File: config.mk
export PLATFORM = sky130hd
export DESIGN_NAME = pc_irq_unit
export DESIGN_NICKNAME = d
export VERILOG_FILES = /design/src/rtl/pc_irq_unit.sv
export SDC_FILE = /design/constraint.sdc
export NUM_CORES = 1
export LEC_CHECK = 0
export CAP_MARGIN = 0
export CORE_ASPECT_RATIO = 0.75
export CORE_MARGIN = 2
export CORE_UTILIZATION = 52
export CTS_CLUSTER_DIAMETER = 150
export CTS_CLUSTER_SIZE = 20
export DETAILED_ROUTE_END_ITERATION = 16
export PLACE_DENSITY = 0.87
export SETUP_SLACK_MARGIN = 0.2
export SLEW_MARGIN = 20
export SYNTH_ARGS = -nofsm -noshare
export SYNTH_HDL_FRONTEND = slang
export SYNTH_SLANG_ARGS = --single-unit
File: constraint.sdc
create_clock -name clk -period 5.72 [get_ports clk]
set_clock_uncertainty 0.15 [all_clocks]
set_input_delay 0.858 -clock clk [delete_from_list [all_inputs] [get_ports clk]]
set_output_delay 0.858 -clock clk [all_outputs]
set_load 0.005 [all_outputs]
File: src/rtl/pc_irq_unit.sv
// Program counter with next-PC select, edge-latched vectored interrupts,
// single-level interrupt entry/return and saved return address.
module pc_irq_unit #(
    parameter int unsigned      WIDTH      = 32,
    parameter logic [WIDTH-1:0] RESET_VEC  = '0,
    parameter int unsigned      INC        = 4,
    parameter int unsigned      NUM_IRQ    = 4,
    parameter logic [WIDTH-1:0] IRQ_BASE   = WIDTH'(32'h0000_0100),
    parameter logic [WIDTH-1:0] VEC_STRIDE = WIDTH'(32'h0000_0010),
    localparam int unsigned     CW = (NUM_IRQ > 1) ? $clog2(NUM_IRQ) : 1
) (
    input  logic               clk,
    input  logic               rst,
    input  logic               ce,
    input  logic [1:0]         pc_sel,
    input  logic [WIDTH-1:0]   branch_target,
    input  logic [WIDTH-1:0]   jump_target,
    input  logic               eret,
    input  logic [NUM_IRQ-1:0] irq,
    input  logic [NUM_IRQ-1:0] irq_mask,
    output logic [WIDTH-1:0]   pc_out,
    output logic [WIDTH-1:0]   epc_out,
    output logic               in_service,
    output logic [NUM_IRQ-1:0] irq_ack,
    output logic [CW-1:0]      cause_id
);

    typedef enum logic {
        IDLE,
        SERVICE
    } state_t;

    state_t             state_q, state_d;
    logic [WIDTH-1:0]   pc_q, pc_d;
    logic [WIDTH-1:0]   epc_q, epc_d;
    logic [CW-1:0]      cause_q, cause_d;
    logic [NUM_IRQ-1:0] ack_q, ack_d;
    logic [NUM_IRQ-1:0] pending_q, pending_d;
    logic [NUM_IRQ-1:0] irq_q;

    logic [WIDTH-1:0]   npc;
    logic [WIDTH-1:0]   vec;
    logic [NUM_IRQ-1:0] eligible;
    logic [NUM_IRQ-1:0] sel_oh;
    logic [NUM_IRQ-1:0] irq_rise;
    logic [CW-1:0]      sel;
    logic               take;

    always_comb begin
        npc = pc_q;
        case (pc_sel)
            2'b00:   npc = pc_q + WIDTH'(INC);
            2'b01:   npc = branch_target;
            2'b10:   npc = jump_target;
            default: npc = pc_q;
        endcase
    end

    // Lowest eligible channel wins; sel_oh isolates its bit.
    always_comb begin
        eligible = pending_q & ~irq_mask;
        sel_oh   = eligible & (~eligible + NUM_IRQ'(1));
        sel      = '0;
        for (int i = NUM_IRQ - 1; i >= 0; i--) begin
            if (eligible[i]) sel = CW'(i);
        end
        vec      = IRQ_BASE + VEC_STRIDE * WIDTH'(sel);
        irq_rise = irq & ~irq_q;
        take     = ce && (state_q == IDLE) && (|eligible);
    end

    always_comb begin
        state_d   = state_q;
        pc_d      = pc_q;
        epc_d     = epc_q;
        cause_d   = cause_q;
        ack_d     = '0;
        pending_d = (pending_q & ~(take ? sel_oh : '0)) | irq_rise;
        if (ce) begin
            case (state_q)
                IDLE: begin
                    if (take) begin
                        pc_d    = vec;
                        epc_d   = npc;
                        cause_d = sel;
                        ack_d   = sel_oh;
                        state_d = SERVICE;
                    end else begin
                        pc_d = npc;
                    end
                end
                SERVICE: begin
                    if (eret) begin
                        pc_d    = epc_q;
                        state_d = IDLE;
                    end else begin
                        pc_d = npc;
                    end
                end
                default: state_d = IDLE;
            endcase
        end
    end

    always_ff @(posedge clk or posedge rst) begin
        if (rst) begin
            state_q   <= IDLE;
            pc_q      <= RESET_VEC;
            epc_q     <= '0;
            cause_q   <= '0;
            ack_q     <= '0;
            pending_q <= '0;
            irq_q     <= '0;
        end else begin
            state_q   <= state_d;
            pc_q      <= pc_d;
            epc_q     <= epc_d;
            cause_q   <= cause_d;
            ack_q     <= ack_d;
            pending_q <= pending_d;
            irq_q     <= irq;
        end
    end

    assign pc_out     = pc_q;
    assign epc_out    = epc_q;
    assign in_service = (state_q == SERVICE);
    assign irq_ack    = ack_q;
    assign cause_id   = cause_q;

endmodule

==> results.toml, run 1 <==
[outcome]
status = "finished clean"

[worst_setup_path]
end_kind = "flop"
arrival_ns = 3.67
path_class = "input pin to flop"
reg2reg_from = "pc_out[2]"
rrSetupSlack_ns = 2.57
critical_path.max_fanout = 17
rr_worst_depth = 7
startpoint_type = "input pin"
r2r_end = "pc_out[22]"
cp.required_ns = 5.85

[placement]
place_area_sq_um = 6570
port_buffers = 148
place_hpwl_um = 11800
gp_congestion = 0.990
pre_cts_slack_ns = 1.88

[clocking]
cts.sinks = 79
post_cts_buffers = 0
clockBufferDepth = 2
htree_levels = 3
hold_buffers = 0
root_buffer = "clkbuf_16"
clk_latency_ns = 0.35
cts_made_buffers = 9
cts_tree = "yes"
cts.clk_slew.worst_paths_ns = 0.07
cts-resized-gates = 0

[routing]
drcViolationCount = 0
wl_um = 17300
wl_per_cell_um = 20.7
via_per_inst = 6.47
drt_iter0_drc = 769
drt_first_pass_iters = 7
ant_nets = 0
num_vias = 5401

[pwr]
p_comb_frac = 0.362
peakVddDrop_v = 0.000187
netSwitchingFraction = 0.348
cellLeakagePower_nw = 2.75
pwr-share-seq = 0.376
intPower_mw = 1.64
clkPwrFrac = 0.262
power.switching_mw = 0.873
power_density_nw_per_um2 = 363

[yosys]
avgSynthCellArea_sq_um = 8.79
syn_nets = 652
ys_seq_elements = 79
synth_ff_type = "dfrtp_1"
ys_warn_count = 0
syn_area_sq_um = 5040
yosysUniqueCellTypes = 70
seq_area_frac_synth = 0.392
synth_edf_count = 0
synthCells = 573
async_reset_ff_frac = 1.00

[floorplanning]
die_area_sq_um = 10500
initial_core_util = 0.528
core_area_sq_um = 9540
die_w_um = 118
fp-row-count = 31
io_pins = 149
die_y_um = 89.2

[finish]
antenna_cells = 0
nFillCells = 706
regArea_sq_um = 1980
final_common_cell = "clkdlybuf4s50_1"
final_nets = 777
final_cell_mix = "clkdlybuf4s50_1 (146), dfrtp_1 (79), o21ai_0 (61)"
syn_to_final_growth_pct = 37.3
utilization = 0.725
final_cell_area_sq_um = 6920
multi_input_area_sq_um = 2820
drive_gt1_frac = 0.0953

[min_path]
hold_depth = 1
min_from = "irq_q[0]"
hold_class = "flop to flop"
min_to = "pending_q[0]"

[timing]
fin_crit_sh = 0.618
relSlewSlack = 0.312
setup_viol = 0
rsz0062_at_grt = "no"
slew_viol_final = 0
maxClockFrequency_mhz = 283
hold_violations = 0
worst_pin_slew_ns = 1.02
worst_slack_ns = 2.19
fin_crit_ns = 3.53
finalSetupTns_ns = 0

[global_routing]
first_global_vias = 5348
grt_overflow = 0
antenna_found_initial = 0
grt_max_degree = 80
grt_first_pass_wirelength_um = 27400
grtUsageTotal = 0.333

[flow_run]
drv_cap = 0
worst max-delay path by stage:
stage | startpoint | to | slack [ns] | depth (start not counted)
global route | pc_sel[1] | pc_out[8] | 2.11 | 8
CTS | irq_mask[0] | pc_out[29] | 2.16 | 8
global placement | irq_mask[0] | pc_out[29] | 2.00 | 8
floorplan | rst | cause_id[0] | 2.69 | 1
finish | pc_sel[1] | pc_out[8] | 2.19 | 8
detailed placement | irq_mask[0] | pc_out[29] | 1.88 | 8
Yosys cell counts, drive strengths merged (5+ instances only):
cell type   n  share of area
mux4        8          0.037
nor4        6         0.0075
inv        15          0.011
a31oi      11          0.014
a22o        7          0.012
mux2i      12          0.024
o21ai      63          0.063
mux2       21          0.047
nand2b      6         0.0075
buf        14          0.014
nand4      14          0.022
clkbuf     30          0.022
and3        6         0.0077
nor3       11          0.011
nand2      60          0.045
xnor2       9          0.016
nand3      17          0.018
nor2       46          0.035
a21oi      40          0.041
xor2        5         0.0087
nor2b       8         0.0099
o22ai       9          0.011
dfrtp      79           0.39
area by class of cell:
type	instances	area share
clock buffer	9	0.0326
clock inverter	7	0.0161
multi-input combinational	433	0.408
tap	132	0.0239
inverter	17	0.00923
timing repair buffer	158	0.224
sequential	79	0.286
kinds of logic after synthesis:
group	Yosys count	share of synthesized area
compound gates	189	0.242
mux	41	0.107
xor+xnor	14	0.0243
simple gates	188	0.183
fa+ha+maj	1	0.00248
buf+inv	61	0.0494
flops	79	0.392
routing by layer:
metal | track usage | up-vias | routed length (um)
met5 | 0 | - | 0
met4 | 0.153 | 0 | 486
met3 | 0.0969 | 71 | 2290
met2 | 0.536 | 404 | 7680
met1 | 0.425 | 2551 | 6860
li1 | - | 2375 | -
critical path, cell delays in order:
cell and delay [ns]:
clkdlybuf4s50_1 0.71, buf_4 0.34, or2_2 0.47, or4_1 0.54, and3_1 0.23, o211a_1 0.23, a21oi_1 0.13, mux2_2 0.16
power groups by stage:
| stage | Sequential [mW] | Clock (mW) | Combinational (mW) |
|---|---|---|---|
| global route | 0.963 | 0.684 | 0.982 |
| finish | 0.944 | 0.657 | 0.910 |
| global placement | 0.931 | 0 | 0.863 |
| detailed placement | 0.939 | 0 | 0.894 |
| CTS | 0.933 | 0.655 | 0.904 |
| floorplan | 0.869 | 0 | 0.450 |
per-stage QoR:
stage | instances | hold WS (ns) | power, mW
2_1_floorplan | 573 | 0.250 | 1.32
3_3_place_gp | 818 | 0.259 | 1.79
3_5_place_dp | 818 | 0.277 | 1.83
4_1_cts | 834 | 0.281 | 2.49
5_1_grt | 835 | 0.294 | 2.63
6_report | 835 | 0.276 | 2.51
registers in the layout, indices dropped and copies added (netlist names):
| register | flops |
|---|---|
| epc_out | 32 |
| in_service | 1 |
| irq_q | 4 |
| irq_ack | 4 |
| pending_q | 4 |
| cause_id | 2 |
| pc_out | 32 |
Note: power is estimated with default switching activity, not from simulation.
==> inputs of run 2 (changes only) <==
Settings changed: CORE_UTILIZATION 52 to 48, PLACE_DENSITY 0.87 to 0.81.
Clock period 5.72 ns to 3.3 ns, I/O delays scaled along.
==> run 2 against run 1 <==
First-iteration DRC count shrank 30%. Final cell count grew 1.7%. Sequential share of layout area shrank 0.20 points. Combinational power grew 75%. Register-to-register slack lost 2.2 ns. Via count shrank 0.48%. Total power grew 67%. Non-clock buffer count grew 10. Worst setup slack lost 1.8 ns. Clock power grew 45%. Wire length shrank 0.90%. Largest power group unchanged.
==> results.toml, run 2 (synthesis gave the netlist of run 1 again) <==
[timing]
finalSetupTns_ns = 0
fin_crit_ns = 2.91
rsz0062_at_grt = "no"
relSlewSlack = 0.466
setup_viol = 0
fin_crit_sh = 0.880
worst_slack_ns = 0.395
maxClockFrequency_mhz = 344
hold_violations = 0
worst_pin_slew_ns = 0.794
slew_viol_final = 0

[worst_setup_path]
cp.required_ns = 3.40
path_class = "flop to flop"
end_kind = "flop"
arrival_ns = 3.01
critical_path.max_fanout = 9
startpoint_type = "flop"

[placement]
place_area_sq_um = 6680
place_hpwl_um = 12200
port_buffers = 148
pre_cts_slack_ns = 0.474
gp_congestion = 0.957

[pwr]
cellLeakagePower_nw = 2.76
peakVddDrop_v = 0.000287
total_power_mw = 4.19
power_density_nw_per_um2 = 601

[global_routing]
grt_first_pass_wirelength_um = 26800
first_global_vias = 5158
met3_usage = 0.0696
grt_util_met1 = 0.450
met2_usage = 0.446
busiest_layer = "met1"
grtUsageTotal = 0.307
antenna_found_initial = 0
grt_max_degree = 58
grt_overflow = 0

[finish]
multi_input_area_sq_um = 2820
final_common_cell = "clkdlybuf4s50_1"
final_cell_mix = "clkdlybuf4s50_1 (146), dfrtp_1 (79), o21ai_0 (61)"
antenna_cells = 0
final_cell_area_sq_um = 6960
regArea_sq_um = 1980
utilization = 0.679
drive_gt1_frac = 0.108
final_nets = 787
nFillCells = 827
syn_to_final_growth_pct = 38.2

[clocking]
hold_buffers = 0
post_cts_buffers = 0
root_buffer = "clkbuf_16"
cts-resized-gates = 0
cts_tree = "yes"
cts_made_buffers = 9
clockBufferDepth = 2
cts.sinks = 79
cts.clk_slew.worst_paths_ns = 0.07
clk_latency_ns = 0.34
htree_levels = 3

[routing]
num_vias = 5375
drt_iter0_drc = 538
ant_nets = 0
wl_per_cell_um = 20.2
wl_um = 17200
drcViolationCount = 0
via_per_inst = 6.33
drt_first_pass_iters = 5

[min_path]
hold_class = "flop to flop"

[floorplanning]
fp-row-count = 32
die_area_sq_um = 11300
die_w_um = 122
die_y_um = 92.7
core_area_sq_um = 10200
initial_core_util = 0.492
io_pins = 149

[flow_run]
drv_cap = 0

[outcome]
status = "finished clean"
run 2: cell types whose count changed in the layout (fill, tap and decap cells not counted):
cell	delta
buf_4	+9
buf_6	-1
bufinv_16	-2
clkinv_2	+1
clkinvlp_4	+4
inv_8	-3
inv_2	-1
inv_6	+1
buf_12	+2
run 2: power breakdown:
| group | switching, mW | leakage [nW] | internal, mW |
|---|---|---|---|
| logic | 0.657 | 1.70 | 0.931 |
| registers | 0.403 | 0.942 | 1.24 |
| clock network | 0.437 | 0.125 | 0.516 |
run 2: final timing paths:
kind                             from            to  slack, ns  depth (start not counted)
max                        pc_out[13]    pc_out[23]       0.39                          6
min                          irq_q[0]  pending_q[0]       0.27                          1
max reg2reg                pc_out[13]    pc_out[23]       0.39                          6
min reg2reg                  irq_q[0]  pending_q[0]       0.27                          1
max in group asynchronous         rst  pending_q[1]       1.91                          3
min in group asynchronous         rst     pc_out[1]       0.42                          2
run 2: worst max-delay path, stage by stage (launching register included):
cell	delay (ns)
dfrtp_1	0.58
nand2_1	0.25
or4_1	0.71
or4_1	0.57
a21oi_2	0.21
o21ai_0	0.13
a31oi_1	0.21
run 2: cell type report:
| type | instances | area share |
|---|---|---|
| clock inverters | 7 | 0.00808 |
| multi-input cells | 433 | 0.405 |
| repair buffers | 168 | 0.236 |
| well taps | 136 | 0.0244 |
| clock buffers | 9 | 0.0323 |
| inverters | 17 | 0.00934 |
| flip-flops and latches | 79 | 0.284 |
run 2: metrics by stage:
step | std cells | hold WS (ns)
after CTS | 849 | 0.280
after global routing | 849 | 0.308
after detailed placement | 833 | 0.271
after floorplan | 573 | 0.250
after global placement | 833 | 0.254
final | 849 | 0.273
run 2: layer usage:
metal	up-vias	wire, um
met2	422	7490
met4	0	281
li1	2397	-
met3	27	2290
met1	2529	7090
met5	-	0
==> inputs of run 3 (changes only) <==
Settings changed: ABC_AREA set to 0, CORE_MARGIN 2 to 4, CTS_CLUSTER_SIZE 20 to not set.
==> run 3 against run 2 <==
Via count is 2.0% higher. Clock-buffer cell count rose by 2. Fmax is 2.4% lower. Core utilization up 0.54 points. Non-clock buffer count increased by 1. Register-to-register slack lost 0.07 ns. Global-route usage fell by 1.4 points. Critical path type unchanged. Highest routed layer unchanged.
==> results.toml, run 3 (synthesis gave the netlist of run 1 again) <==
[min_path]
hold_class = "flop to flop"
min_from = "irq_q[2]"
min_to = "pending_q[2]"
hold_depth = 1

[worst_setup_path]
rr_worst_depth = 6
startpoint_type = "flop"
path_class = "flop to flop"
reg2reg_from = "pc_out[7]"
end_kind = "flop"
slowest_delay_ns = 0.68
crit_start = "pc_out[7]"
rrSetupSlack_ns = 0.32
worst-path-buf-inv = 0
cp_top_family = "simple AND/OR/NAND/NOR gates"
cp.required_ns = 3.36
r2r_end = "pc_out[27]"
critical_path.max_fanout = 10
crit_chain = "nand4_4, or4_1, o41a_1, nor3_1, o311ai_0, o221a_1"
arrival_ns = 3.04
slowest_stage = "or4_1"

[pwr]
power.switching_mw = 1.46
netSwitchingFraction = 0.334
total_power_mw = 4.38
intPower_mw = 2.91
power_density_nw_per_um2 = 624
pwr-share-seq = 0.373
clkPwrFrac = 0.257
p_comb_frac = 0.370
cellLeakagePower_nw = 2.80
peakVddDrop_v = 0.000309

[timing]
relSlewSlack = 0.495
setup_viol = 0
hold-worst-slack_ns = 0.264
fin_crit_ns = 2.98
finalSetupTns_ns = 0
maxClockFrequency_mhz = 336
slew_viol_final = 0
hold_violations = 0
worst_pin_slew_ns = 0.752
fin_crit_sh = 0.902
rsz0062_at_grt = "no"

[global_routing]
antenna_found_initial = 0
grtUsageTotal = 0.293
grt_first_pass_wirelength_um = 28700
grt_overflow = 0
first_global_vias = 5344
grt_max_degree = 80

[clocking]
cts_tree = "yes"
cts-resized-gates = 0
cts_made_buffers = 9
clk_latency_ns = 0.34
post_cts_buffers = 0
cts.sinks = 79
htree_levels = 3
clockBufferDepth = 2
cts.clk_slew.worst_paths_ns = 0.06
hold_buffers = 0
root_buffer = "clkbuf_16"

[finish]
nFillCells = 826
final_cell_mix = "clkdlybuf4s50_1 (146), dfrtp_1 (78), o21ai_0 (61)"
antenna_cells = 0
syn_to_final_growth_pct = 39.3
drive_gt1_frac = 0.107
final_common_cell = "clkdlybuf4s50_1"
final_nets = 788

[floorplanning]
die_area_sq_um = 12200
die_w_um = 126
die_y_um = 96.7
fp-row-count = 32
initial_core_util = 0.492
io_pins = 149
core_area_sq_um = 10200

[flow_run]
drv_cap = 0

[routing]
wl_per_cell_um = 21.4
num_vias = 5481
via_per_inst = 6.46
drt_first_pass_iters = 6
drt_iter0_drc = 703
wl_um = 18100
ant_nets = 0
drcViolationCount = 0

[placement]
gp_congestion = 0.916
port_buffers = 148
place_hpwl_um = 12800

[outcome]
status = "finished clean"
run 3: cell count changes in the layout (fill, tap and decap cells not counted), sizes merged:
cell / previous run / this run
clkbuf: 9 / 11
clkinvlp: 4 / 0
buf: 22 / 23
inv: 16 / 14
bufinv: 0 / 3
run 3: final cells by class:
| class | count | area (sq um) | share of cell area |
|---|---|---|---|
| clock buffer | 11 | 233 | 0.0332 |
| clock inverter | 4 | 95.1 | 0.0135 |
| inverter | 17 | 65.1 | 0.00927 |
| multi-input combinational | 433 | 2820 | 0.402 |
| sequential | 79 | 1980 | 0.282 |
| tap | 136 | 170 | 0.0242 |
| timing repair buffer | 169 | 1650 | 0.236 |
run 3: how the worst max path moves through the flow:
stage	to	cells past startpoint
floorplan	cause_id[0]	1
global placement	epc_out[27]	6
detailed placement	pc_out[14]	9
CTS	pc_out[27]	6
global route	pc_out[27]	6
finish	pc_out[27]	6
run 3: through the flow:
step | setup WS [ns] | instances | util | cell area [sq um]
2_1_floorplan | 0.632 | 573 | - | 5040
3_3_place_gp | 0.484 | 834 | 0.653 | 6690
3_5_place_dp | 0.377 | 834 | 0.653 | 6690
4_1_cts | 0.338 | 849 | 0.685 | 7020
5_1_grt | 0.247 | 849 | 0.685 | 7020
6_report | 0.322 | 849 | 0.685 | 7020
run 3: metal layers:
layer  vias up  share of wire  track usage
met2       411           0.44        0.425
met5         -              0            0
met4         0          0.024       0.0932
met1      2616           0.41        0.419
li1       2399              -            -
met3        55           0.13       0.0894
run 3: power groups by stage:
stage / Clock, mW / Sequential [mW] / Combinational [mW]
global placement: 0 / 1.60 / 1.56
detailed placement: 0 / 1.62 / 1.60
finish: 1.13 / 1.63 / 1.62
CTS: 1.13 / 1.61 / 1.62
global route: 1.17 / 1.67 / 1.75
floorplan: 0 / 1.51 / 0.780
